==> src/rtl/hazard_forward_unit.sv <==
// Hazard and forwarding unit for a classic 5-stage pipeline.
// Computes the EX operand-mux selects one cycle early in ID, detects
// load-use hazards and holds PC and IF/ID while injecting ID/EX bubbles
// for LOAD_LAT cycles. It also keeps a saturating count of stall cycles.
module hazard_forward_unit #(
   parameter int NB_ADDR  = 5,
   parameter int N_SRC    = 2,
   parameter int LOAD_LAT = 1,
   parameter int NB_CNT   = 16
) (
   input  logic                     i_clk,
   input  logic                     i_reset,
   input  logic                     i_flush,
   input  logic                     i_valid_id,
   input  logic [N_SRC*NB_ADDR-1:0] i_src_addr_id,
   input  logic [N_SRC-1:0]         i_src_used_id,
   input  logic [NB_ADDR-1:0]       i_wr_addr_ex,
   input  logic [NB_ADDR-1:0]       i_wr_addr_mem,
   input  logic [NB_ADDR-1:0]       i_wr_addr_wb,
   input  logic                     i_wr_en_ex,
   input  logic                     i_wr_en_mem,
   input  logic                     i_wr_en_wb,
   input  logic                     i_mem_read_ex,
   output logic [2*N_SRC-1:0]       o_fwd_sel_ex,
   output logic                     o_valid_ex,
   output logic                     o_stall_pc,
   output logic                     o_stall_ifid,
   output logic                     o_bubble_idex,
   output logic [NB_CNT-1:0]        o_stall_count
);

   localparam int NB_LAT = (LOAD_LAT < 2) ? 1 : $clog2(LOAD_LAT + 1);

   localparam logic [1:0] SEL_RF  = 2'b00;
   localparam logic [1:0] SEL_EX  = 2'b01;
   localparam logic [1:0] SEL_MEM = 2'b10;

   typedef enum logic {
      ST_IDLE  = 1'b0,
      ST_STALL = 1'b1
   } state_t;

   state_t              r_state;
   state_t              w_nextState;
   logic [NB_LAT-1:0]   r_cnt;
   logic [NB_LAT-1:0]   w_nextCnt;
   logic                w_stall;
   logic                w_loadUse;

   logic [N_SRC-1:0]    w_live;
   logic [N_SRC-1:0]    w_exHit;
   logic [N_SRC-1:0]    w_memHit;
   logic [N_SRC-1:0]    w_wbHit;
   logic [2*N_SRC-1:0]  w_fwdSel;

   logic [2*N_SRC-1:0]  r_fwdSelEx;
   logic                r_validEx;
   logic [NB_CNT-1:0]   r_stallCount;

   // Per-source match against each producer stage; register 0 never matches.
   // The youngest producer (EX) wins over MEM. A WB match reads the register
   // file because it writes through in the same cycle.
   genvar g;
   generate
      for (g = 0; g < N_SRC; g++) begin : g_src
         logic [NB_ADDR-1:0] w_srcAddr;
         assign w_srcAddr   = i_src_addr_id[g*NB_ADDR +: NB_ADDR];
         assign w_live[g]   = i_src_used_id[g] && (w_srcAddr != '0);
         assign w_exHit[g]  = w_live[g] && i_wr_en_ex  && (w_srcAddr == i_wr_addr_ex);
         assign w_memHit[g] = w_live[g] && i_wr_en_mem && (w_srcAddr == i_wr_addr_mem);
         assign w_wbHit[g]  = w_live[g] && i_wr_en_wb  && (w_srcAddr == i_wr_addr_wb);
         assign w_fwdSel[2*g +: 2] = (w_exHit[g] && !i_mem_read_ex) ? SEL_EX  :
                                     w_memHit[g]                   ? SEL_MEM :
                                     w_wbHit[g]                    ? SEL_RF  :
                                                                     SEL_RF;
      end
   endgenerate

   // A load in EX feeding a live source can only be caught while IDLE.
   assign w_loadUse = (r_state == ST_IDLE) && i_valid_id && i_mem_read_ex && (|w_exHit);

   // Next-state and stall outputs. r_cnt holds the number of STALL cycles
   // still to come, so the detect cycle plus LOAD_LAT-1 STALL cycles give
   // exactly LOAD_LAT stall cycles. Flush overrides everything.
   always_comb begin
      w_nextState = r_state;
      w_nextCnt   = r_cnt;
      w_stall     = 1'b0;
      if (i_flush) begin
         w_nextState = ST_IDLE;
         w_nextCnt   = '0;
      end else begin
         case (r_state)
            ST_IDLE: begin
               if (w_loadUse) begin
                  w_stall = 1'b1;
                  if (LOAD_LAT > 1) begin
                     w_nextState = ST_STALL;
                     w_nextCnt   = NB_LAT'(LOAD_LAT - 1);
                  end
               end
            end
            ST_STALL: begin
               w_stall   = 1'b1;
               w_nextCnt = r_cnt - NB_LAT'(1);
               if (r_cnt <= NB_LAT'(1)) begin
                  w_nextState = ST_IDLE;
                  w_nextCnt   = '0;
               end
            end
            default: begin
               w_nextState = ST_IDLE;
               w_nextCnt   = '0;
            end
         endcase
      end
   end

   // FSM state and remaining-stall counter.
   always_ff @(posedge i_clk or posedge i_reset) begin
      if (i_reset) begin
         r_state <= ST_IDLE;
         r_cnt   <= '0;
      end else begin
         r_state <= w_nextState;
         r_cnt   <= w_nextCnt;
      end
   end

   // ID/EX register for the operand selects; a bubble clears valid and selects.
   always_ff @(posedge i_clk or posedge i_reset) begin
      if (i_reset) begin
         r_fwdSelEx <= '0;
         r_validEx  <= 1'b0;
      end else if (i_flush || w_stall || !i_valid_id) begin
         r_fwdSelEx <= '0;
         r_validEx  <= 1'b0;
      end else begin
         r_fwdSelEx <= w_fwdSel;
         r_validEx  <= 1'b1;
      end
   end

   // Saturating stall-cycle counter; flush suppresses the stall so it never counts.
   always_ff @(posedge i_clk or posedge i_reset) begin
      if (i_reset) begin
         r_stallCount <= '0;
      end else if (w_stall && (r_stallCount != '1)) begin
         r_stallCount <= r_stallCount + NB_CNT'(1);
      end
   end

   assign o_fwd_sel_ex  = r_fwdSelEx;
   assign o_valid_ex    = r_validEx;
   assign o_stall_pc    = w_stall;
   assign o_stall_ifid  = w_stall;
   assign o_bubble_idex = w_stall;
   assign o_stall_count = r_stallCount;

endmodule

==> config.mk <==
export PLATFORM = sky130hd
export DESIGN_NAME = hazard_forward_unit
export DESIGN_NICKNAME = d
export VERILOG_FILES = /design/src/rtl/hazard_forward_unit.sv
export SDC_FILE = /design/constraint.sdc
export NUM_CORES = 1
export LEC_CHECK = 0
export ABC_AREA = 1
export BUFFER_PORTS_ARGS = -buffer_cell sky130_fd_sc_hd__buf_2
export CORE_ASPECT_RATIO = 0.8
export CORE_MARGIN = 3
export CORE_UTILIZATION = 31
export DETAILED_ROUTE_END_ITERATION = 10
export GPL_TIMING_DRIVEN = 0
export SKIP_LAST_GASP = 1
export SYNTH_ARGS = -nofsm -noshare
export SYNTH_HDL_FRONTEND = slang
export SYNTH_SLANG_ARGS = --single-unit
export TNS_END_PERCENT = 1
==> constraint.sdc <==
create_clock -name i_clk -period 1.4 [get_ports i_clk]
set_input_delay 0.28 -clock i_clk [delete_from_list [all_inputs] [get_ports i_clk]]
set_output_delay 0.28 -clock i_clk [all_outputs]
set_load 0.05 [all_outputs]
==> summary.txt, run 1 <==
largest cells by area after synthesis: dfrtp_1 33%, nand2_1 21%, inv_1 9.5%
first-pass GRT wire length: 7270 um
Netlist Area Pre-Place: 0.00161 sq mm
final worst-path cycle share: 116%
final hold viol count: 0
reg2reg setup slack: -170 ps
worst slack, placed: -483 ps
post-route antenna net violation count: 0
number of diodes: 0
sequential share of the synthesized area: 32.6%
Final nets: 353
crit path max fanout: 4
total clock buffers created by CTS: 3
Worst-path clk slew: 70 ps
# hold bufs at CTS: 0
syn_nets: 287
Placeable Area: 0.00479 sq mm
Post-synth EDFFs: 0
die extent in y: 70.5 um
critical path startpoint category: primary input
violations in the final reports: negative setup slack
Crit. End Element: output pin
latest clock arrival within the worst-skew pair: 260 ps
FMAX: 0.617 GHz
Min-Delay Path Class: in2async
initial antenna violation count: 0
Worst Path Required: 1120 ps
fin. max-slew vios: 0
Max-cap violations: 0
DIE WIDTH: 86.6 um
1st-iter DRT viols: 102
drt wl/cell: 12.1 um
number of global-route vias before repair: 1,546
Detailed Place HPWL: 3430 um
largest net degree at the start of global routing: 22
share of Yosys cell area claimed by the top area cell type: 32.6%
post-synth top area cell: dfrtp_1
Crit path arrival time: 1340 ps
Port Buffers: 52
post-route setup slack: -220 ps
Static Leak: 1.27 nW
Post-Route WL: 4560 um
share of post-route cells with drive strength above 1: 36.4%
Max clock buf depth: 2
via count: 1,732
Setup Skew: 1.93 ps
cell row count: 22
Tightest Pin Transition: 775 ps
crit path time final: 1620 ps
Async S/R FF share, synth: 100%
Ports: 59
area delta synth->final: 43.1%
Rel. slew slack: 48.3%
Starting Density: 33.7%
vias per cell: 4.61
final setup violation count: 19
root buf cell: clkbuf_8
Post-synth top flop: dfrtp_1
DRT Pass-1 Iters: 4
syn_area_per_cell: 6.43 sq um
# DRC: 0
Final Wtd Congestion: 0.881
die area: 0.00611 sq mm
Post-Syn Instances: 251
Final Core Density: 48.2%
flops & latches, synth: 21
Congestion Overflow GR: 0
critical setup path kind: in2out
H-tree levels: 1
Syn. warnings: 0
status: finished, violations left
clock sinks: 21
total track usage: 14.7%
Synth cell types: 26
power per cell area: 571 mW/mm^2
unrepaired setup endpoints after global routing: yes
peak supply drop: 0.423 mV
CTS tree: yes
==> critical path, cell delays in order <==
cell and delay [ps]:
buf_8 100, inv_4 50, nand2_2 50, nand2_2 70, nand2_2 60, nor2_2 90, nand3_2 90, nand2_2 90
nand3_4 80, clkinvlp_4 130, buf_8 110, buf_8 130
==> kinds of logic after synthesis <==
family / count (synthesis) / synth area share (%)
compound gates: 11 / 3.80
xor+xnor: 18 / 9.77
fa+ha+maj: 1 / 0.776
buf+inv: 47 / 11.9
flops: 21 / 32.6
simple gates: 153 / 41.1
==> cell usage after synthesis (2+ instances only) <==
cell type	count
nor3_1	9
nand3_1	11
o22ai_1	2
o21ai_0	2
inv_1	41
nand2_1	92
buf_4	2
inv_2	2
nand4_1	9
a21oi_1	5
nor2_1	25
dfrtp_1	21
xnor2_1	5
xor2_1	13
==> layer usage <==
layer | vias to the layer above | track usage [%] | wire [um]
li1 | 908 | - | -
met1 | 761 | 22.8 | 2180
met2 | 57 | 21.1 | 2060
met3 | 6 | 2.59 | 261
met4 | 0 | 3.11 | 54
met5 | - | 0 | 0
==> stage by stage <==
stage          TNS [ps]  hold WS (ps)  area, sq um  cells  power, mW
6_report          -2930           143         2310    376       1.32
5_1_grt           -5210           239         2310    376       1.39
4_1_cts           -3570           203         2140    370       1.29
3_5_place_dp      -4840           489         1990    363      0.857
3_3_place_gp      -5330           489         1990    363      0.856
2_1_floorplan     -3430           256         1660    251      0.761
==> area by class of cell <==
type	count	area [sq um]
Fill cell	495	2480
Buffer	4	48.8
Sequential cell	21	536
Clock buffer	3	41.3
Clock inverter	1	5.00
Inverter	43	183
Timing Repair Buffer	61	443
Multi-Input combinational cell	183	977
Tap cell	60	75.1
==> worst paths after layout <==
kind | from | end | depth (start not counted)
worst min register to register | o_stall_count[7] | o_stall_count[7] | 2
min in group i_clk | i_src_addr_id[6] | o_fwd_sel_ex[3] | 4
worst max-delay path | i_src_addr_id[4] | o_stall_pc | 12
max in group asynchronous | i_reset | o_stall_count[4] | 2
worst max register to register | o_stall_count[0] | o_stall_count[12] | 8
worst min-delay path | i_reset | o_fwd_sel_ex[0] | 2
==> registers in the layout (all words and copies together) (netlist names) <==
signal,flops
o_stall_count,16
o_fwd_sel_ex,4
o_valid_ex,1
==> power by group <==
group | switching [mW] | internal (mW) | leakage, nW
logic | 0.171 | 0.125 | 0.966
registers | 0.00871 | 0.613 | 0.279
clock network | 0.201 | 0.199 | 0.0255
total | 0.381 | 0.936 | 1.27
==> placed cells by master (no fill, tap or decap), types with 2 or more instances in the layout <==
cell type / synthesis / routed
nand2_1: 92 / 84
buf_2: 1 / 35
inv_1: 41 / 31
nor2_1: 25 / 18
buf_4: 2 / 15
xor2_1: 13 / 13
dfrtp_1: 21 / 13
nand2_2: 1 / 9
nand4_1: 9 / 9
nor3_1: 9 / 9
dfrtp_2: 0 / 8
nand3_1: 11 / 7
buf_6: 1 / 7
buf_8: 0 / 7
nor2_2: 0 / 6
inv_2: 2 / 6
xnor2_1: 5 / 5
nand3_2: 0 / 4
a21oi_1: 5 / 4
inv_4: 0 / 3
clkbuf_8: 0 / 3
inv_6: 0 / 2
o21ai_1: 1 / 2
nor2_4: 1 / 2
o22ai_1: 2 / 2
==> repair_timing <==
action / 4_1_cts / 5_1_grt
pin swaps: 10 / 20
setup buffers: 3 / 6
setup endpoints to repair: 19 / 21
resized for setup: 28 / 42
Power figures use the tool's default switching activity.
==> run 2: changes to the inputs <==
- CORE_UTILIZATION: 31 -> 45
- PLACE_DENSITY: unset -> 0.77
==> summary.txt, run 2 (same netlist as run 1, synthesis figures left out) <==
# DRC: 0 (unchanged)
first-pass GRT wire length: 7710 um (+6.1%)
fin. max-slew vios: 0 (unchanged)
crit path time final: 1690 ps (+68.9 ps)
most used cell, CP: buf_8
DRT Pass-1 Iters: 4 (unchanged)
Overall Power: 1.36 mW (+3.1%)
Post-Route WL: 5160 um (+13%)
number of global-route vias before repair: 1,646 (+6.5%)
H-tree levels: 1 (unchanged)
Largest register FFs: 16 (unchanged)
share of post-route cells with drive strength above 1: 39.8% (+3.4 points)
Min-Delay Path Class: in2async
Congestion Overflow GR: 0 (unchanged)
FF-to-FF Start: o_stall_count[2]
area delta synth->final: 45.7%
Port Buffers: 52 (unchanged)
final worst-path cycle share: 121% (+4.9 points)
slowest CP cell: clkinvlp_4
# hold bufs at CTS: 0 (unchanged)
crit path max fanout: 4 (unchanged)
Final nets: 366 (+3.7%)
total track usage: 23.2% (+8.5 points)
root buf cell: clkbuf_8
Placeable Area: 0.00327 sq mm (-32%)
final setup violation count: 21 (+2)
Worst R2R End: o_stall_count[15]
DIE WIDTH: 72.9 um (-16%)
final hold viol count: 0 (unchanged)
peak supply drop: 0.474 mV (+12%)
commonest cells after routing, fill and taps aside: 82 x nand2_1, 38 x buf_2, 31 x inv_1, 30 x buf_4, 19 x nor2_1
dpl cell area: 0.00197 sq mm (-1.3%)
die extent in y: 59.5 um (-16%)
Tightest Pin Transition: 835 ps (+60.5 ps)
1st-iter DRT viols: 133 (+30%)
family with the most delay on the worst path: simple AND/OR/NAND/NOR gates
Net Sw Power: 0.398 mW (+4.5%)
clock network fraction of total power: 29.6% (-0.7 points)
Rel. slew slack: 44.3% (-4.0 points)
Crit path arrival time: 1410 ps (+70 ps)
number of diodes: 0 (unchanged)
critical setup path kind: in2out
reg2reg setup slack: -260 ps (-90 ps)
dpl cells: 343 (-5.5%)
Worst-path clk slew: 80 ps (about the same)
largest net degree at the start of global routing: 22 (unchanged)
clock sinks: 21 (unchanged)
Detailed Place HPWL: 3440 um (+0.29%)
vias per cell: 5.09 (+11%)
commonest non-fill, non-tap cell in the layout: nand2_1
Worst Hold Slack: 170 ps (+27.5 ps)
Switching Share: 29.3% (+0.39 points)
power per cell area: 578 mW/mm^2 (+1.3%)
Sequential Power Share: 45.8% (-1.4 points)
Starting Density: 49.4% (+16 points)
Max-cap violations: 0 (unchanged)
R2R cell count: 10 (+2)
CTS tree: yes
Setup Skew: 0.950 ps (-0.980 ps)
Ports: 59 (unchanged)
design area: 0.00235 sq mm (+1.8%)
total clock buffers created by CTS: 3 (unchanged)
Combinational Power Share: 24.6% (+2.1 points)
post-route setup slack: -289 ps (-68.9 ps)
cell row count: 18 (-18%)
worst slack, placed: -520 ps (-36.5 ps)
Static Leak: 1.32 nW (+3.7%)
unrepaired setup endpoints after global routing: yes
post-route antenna net violation count: 0 (unchanged)
status: finished, violations left
Worst Path Required: 1120 ps (about the same)
drt wl/cell: 14.0 um (+15%)
Crit path largest cell delay: 130 ps (about the same)
die area: 0.00434 sq mm (-29%)
violations in the final reports: negative setup slack
Max clock buf depth: 2 (unchanged)
critical path startpoint category: primary input
Final Wtd Congestion: 0.899 (+2.1%)
post-route insts no fill: 369 (-1.9%)
latest clock arrival within the worst-skew pair: 260 ps (about the same)
Crit. End Element: output pin
FMAX: 0.592 GHz (-4.1%)
Int Pwr: 0.960 mW (+2.5%)
CP cell instances: buf_8, inv_4, nand2_2, nand2_2, nand2_1, nor2_1, nand3_2, nand2_4, nand3_4, clkinvlp_4, buf_8, buf_8
CP Buf/Inv Count: 5 (unchanged)
via count: 1,880 (+8.5%)
initial antenna violation count: 0 (unchanged)
==> run 2: layout make-up <==
class,count,area [sq um]
Clock buffer,4,45.0
Buffer,4,48.8
Fill cell,270,916
Multi-Input combinational cell,183,993
Sequential cell,21,536
Inverter,43,175
Tap cell,40,50.0
Timing Repair Buffer,74,502
==> run 2: power groups by stage <==
| stage | registers, mW | clock network (mW) | logic [mW] |
|---|---|---|---|
| global route | 0.623 | 0.422 | 0.362 |
| floorplan | 0.654 | 0 | 0.107 |
| global placement | 0.633 | 0 | 0.220 |
| CTS | 0.621 | 0.410 | 0.291 |
| finish | 0.622 | 0.402 | 0.334 |
| detailed placement | 0.633 | 0 | 0.224 |
==> run 2: worst reg2reg max path: stages, from the launching register on <==
cell and delay, ps:
dfrtp_2 410, nand2_1 160, nor2_2 180, nand2_2 110, inv_1 80, nand4_1 160, inv_1 150, nor2_4 60
buf_6 130, nand2_1 60, nand2_1 50
==> run 2: repair_timing <==
action / in CTS / in global routing
gates resized for setup: 33 / 30
setup endpoints to repair: 19 / 22
pin swaps: 14 / 16
cloned: 0 / 0
buffers inserted: 21 / 1
==> run 2: worst max-delay path by stage <==
stage | from | to | slack, ps | cells past startpoint
after floorplan | i_src_addr_id[0] | o_stall_ifid | -240 | 9
after global placement | i_src_addr_id[9] | o_stall_pc | -490 | 12
after detailed placement | i_src_addr_id[9] | o_stall_pc | -520 | 12
after CTS | i_wr_addr_ex[4] | o_stall_pc | -250 | 12
after global routing | o_stall_count[2] | o_stall_count[13] | -370 | 9
final | i_src_addr_id[9] | o_stall_pc | -290 | 12
==> run 2: through the flow <==
stage / TNS, ps / util [%]
floorplan: -3430 / -
global placement: -4600 / 60.2
detailed placement: -5390 / 60.2
CTS: -3510 / 69.2
global route: -6320 / 72.0
finish: -4560 / 72.0
==> run 2: routing by layer <==
layer,up-vias,global-route usage [%],part of all wire (%),wire [um]
met5,-,0,0,0
met4,0,4.74,2.4,122
met3,13,4.07,9.0,464
met2,82,37.5,47,2440
met1,860,32.7,41,2130
li1,925,-,-,-
==> run 3: changes to the inputs <==
- ABC_CLOCK_PERIOD_IN_PS: unset -> 1400
- TNS_END_PERCENT: 1 -> 50
==> summary.txt, run 3 (same netlist as run 1, synthesis figures left out) <==
status: finished, violations left
violations in the final reports: negative setup slack
# hold bufs at CTS: 0 (unchanged)
post-route antenna net violation count: 0 (unchanged)
FMAX: 0.582 GHz (-1.7%)
area delta synth->final: 56.9%
via count: 1,971 (+4.8%)
first-pass GRT wire length: 7380 um (-4.3%)
Rel. slew slack: 44.9% (+0.69 points)
number of diodes: 0 (unchanged)
Placeable Area: 0.00327 sq mm (unchanged)
root buf cell: clkbuf_8
critical setup path kind: in2out
# DRC: 0 (unchanged)
initial antenna violation count: 0 (unchanged)
cell row count: 18 (unchanged)
Worst-path clk slew: 80 ps (about the same)
Detailed Place HPWL: 3580 um (+4.1%)
Largest register FFs: 16 (unchanged)
DRT Pass-1 Iters: 4 (unchanged)
worst slack, placed: -545 ps (-24.8 ps)
family with the most delay on the worst path: buffers and inverters
peak supply drop: 0.364 mV (-23%)
slowest CP cell: clkinvlp_4
critical path startpoint category: primary input
largest net degree at the start of global routing: 22 (unchanged)
final hold viol count: 0 (unchanged)
vias per cell: 5.34 (+4.8%)
Max-cap violations: 0 (unchanged)
Crit path largest cell delay: 170 ps (+40 ps)
commonest non-fill, non-tap cell in the layout: nand2_1
Post-Route WL: 5520 um (+7.1%)
CP Buf/Inv Count: 5 (unchanged)
share of post-route cells with drive strength above 1: 49.2% (+9.4 points)
Max clock buf depth: 2 (unchanged)
Overall Power: 1.37 mW (+0.84%)
die area: 0.00434 sq mm (unchanged)
crit path time final: 1720 ps (+30.0 ps)
fin. max-slew vios: 0 (unchanged)
1st-iter DRT viols: 157 (+18%)
power per cell area: 541 mW/mm^2 (-6.3%)
Port Buffers: 52 (unchanged)
clock sinks: 21 (unchanged)
final setup violation count: 18 (-14%)
Ports: 59 (unchanged)
latest clock arrival within the worst-skew pair: 270 ps (about the same)
most used cell, CP: buf_8
post-route setup slack: -319 ps (-30.0 ps)
total clock buffers created by CTS: 3 (unchanged)
Crit. End Element: output pin
Final nets: 366 (unchanged)
reg2reg setup slack: -160 ps (+100 ps)
Static Leak: 1.42 nW (+8.0%)
DIE WIDTH: 72.9 um (unchanged)
Congestion Overflow GR: 0 (unchanged)
Starting Density: 49.4% (unchanged)
unrepaired setup endpoints after global routing: yes
CP cell instances: buf_8, nor2_4, nand3_2, nand2_2, inv_2, nand3_2, nand2_4, nand3_4, clkinvlp_4, buf_8, buf_8
final worst-path cycle share: 123% (+2.1 points)
fillcell total: 214 (-21%)
Final Wtd Congestion: 0.916 (+1.9%)
Min-Delay Path Class: in2async
CTS tree: yes
Tightest Pin Transition: 825 ps (-10.3 ps)
total track usage: 21.8% (-1.4 points)
H-tree levels: 1 (unchanged)
die extent in y: 59.5 um (unchanged)
Crit path arrival time: 1440 ps (+30 ps)
number of global-route vias before repair: 1,653 (+0.43%)
drt wl/cell: 15.0 um (+7.1%)
commonest cells after routing, fill and taps aside: 71 x nand2_1, 35 x buf_2, 26 x inv_1, 26 x buf_4, 15 x nand2_2
Setup Skew: 1.24 ps (+0.293 ps)
Worst Path Required: 1120 ps (about the same)
crit path max fanout: 4 (unchanged)
==> run 3: cell count changes in the layout (fill, tap and decap cells not counted), moves of 4 or more <==
cell,delta
nor2_1,-6
nand2_2,+5
dfrtp_2,+5
buf_6,+6
nand2_4,+6
inv_1,-5
buf_4,-4
dfrtp_1,-5
nand2_1,-11
inv_2,+4
==> run 3: what timing repair did <==
action,4_1_cts,5_1_grt
pin swaps,12,36
resized for setup,25,78
endpoints found under the setup margin,17,21
setup buffers,10,14
endpoints found under the hold margin,0,0
gates cloned,0,1
==> run 3: metal layers <==
metal | vias up | part of all wire (%) | track usage, %
met5 | - | 0 | 0
met1 | 932 | 42 | 32.6
li1 | 921 | - | -
met3 | 18 | 8.0 | 3.90
met4 | 0 | 2.9 | 6.05
met2 | 100 | 47 | 32.1
==> run 3: stage by stage <==
step	utilization, %	area (sq um)	cells	setup TNS [ps]	hold WS [ps]
floorplan	-	1700	251	-1780	256
global placement	61.5	2010	343	-6000	451
detailed placement	61.5	2010	343	-5720	476
CTS	67.4	2200	357	-2840	188
global route	77.5	2530	369	-4610	214
finish	77.5	2530	369	-2890	162
==> run 3: final timing paths <==
kind	endpoint	cells after the start	from
hold reg to reg	o_stall_count[7]	2	o_stall_count[7]
hold / removal	o_stall_count[11]	2	i_reset
max in group asynchronous	o_stall_count[2]	2	i_reset
setup reg to reg	o_stall_count[10]	10	o_stall_count[13]
setup / recovery	o_stall_ifid	11	i_src_addr_id[1]
min in group i_clk	o_fwd_sel_ex[0]	4	i_mem_read_ex
==> run 3: worst reg2reg max path: cells and delay by family (launching register included) <==
kind                   cells  cell delay, ps
AND/OR/NAND/NOR            6             690
buffers and inverters      4             380
flip-flops                 1             450
==> run 3: report_power, final <==
group | internal [mW] | switching [mW] | total (mW)
Sequential | 0.613 | 0.00856 | 0.621
Combinational | 0.138 | 0.199 | 0.337
Clock | 0.199 | 0.212 | 0.411
Total | 0.950 | 0.419 | 1.37
==> run 3: layout make-up <==
class / instances / area (sq um) / area share [%]
Buffer: 4 / 52.6 / 2.08
Clock buffer: 3 / 41.3 / 1.63
Clock inverter: 1 / 5.00 / 0.198
Inverter: 43 / 180 / 7.12
Multi-Input combinational cell: 183 / 1120 / 44.4
Sequential cell: 21 / 542 / 21.4
Tap cell: 40 / 50.0 / 1.98
Timing Repair Buffer: 74 / 536 / 21.2
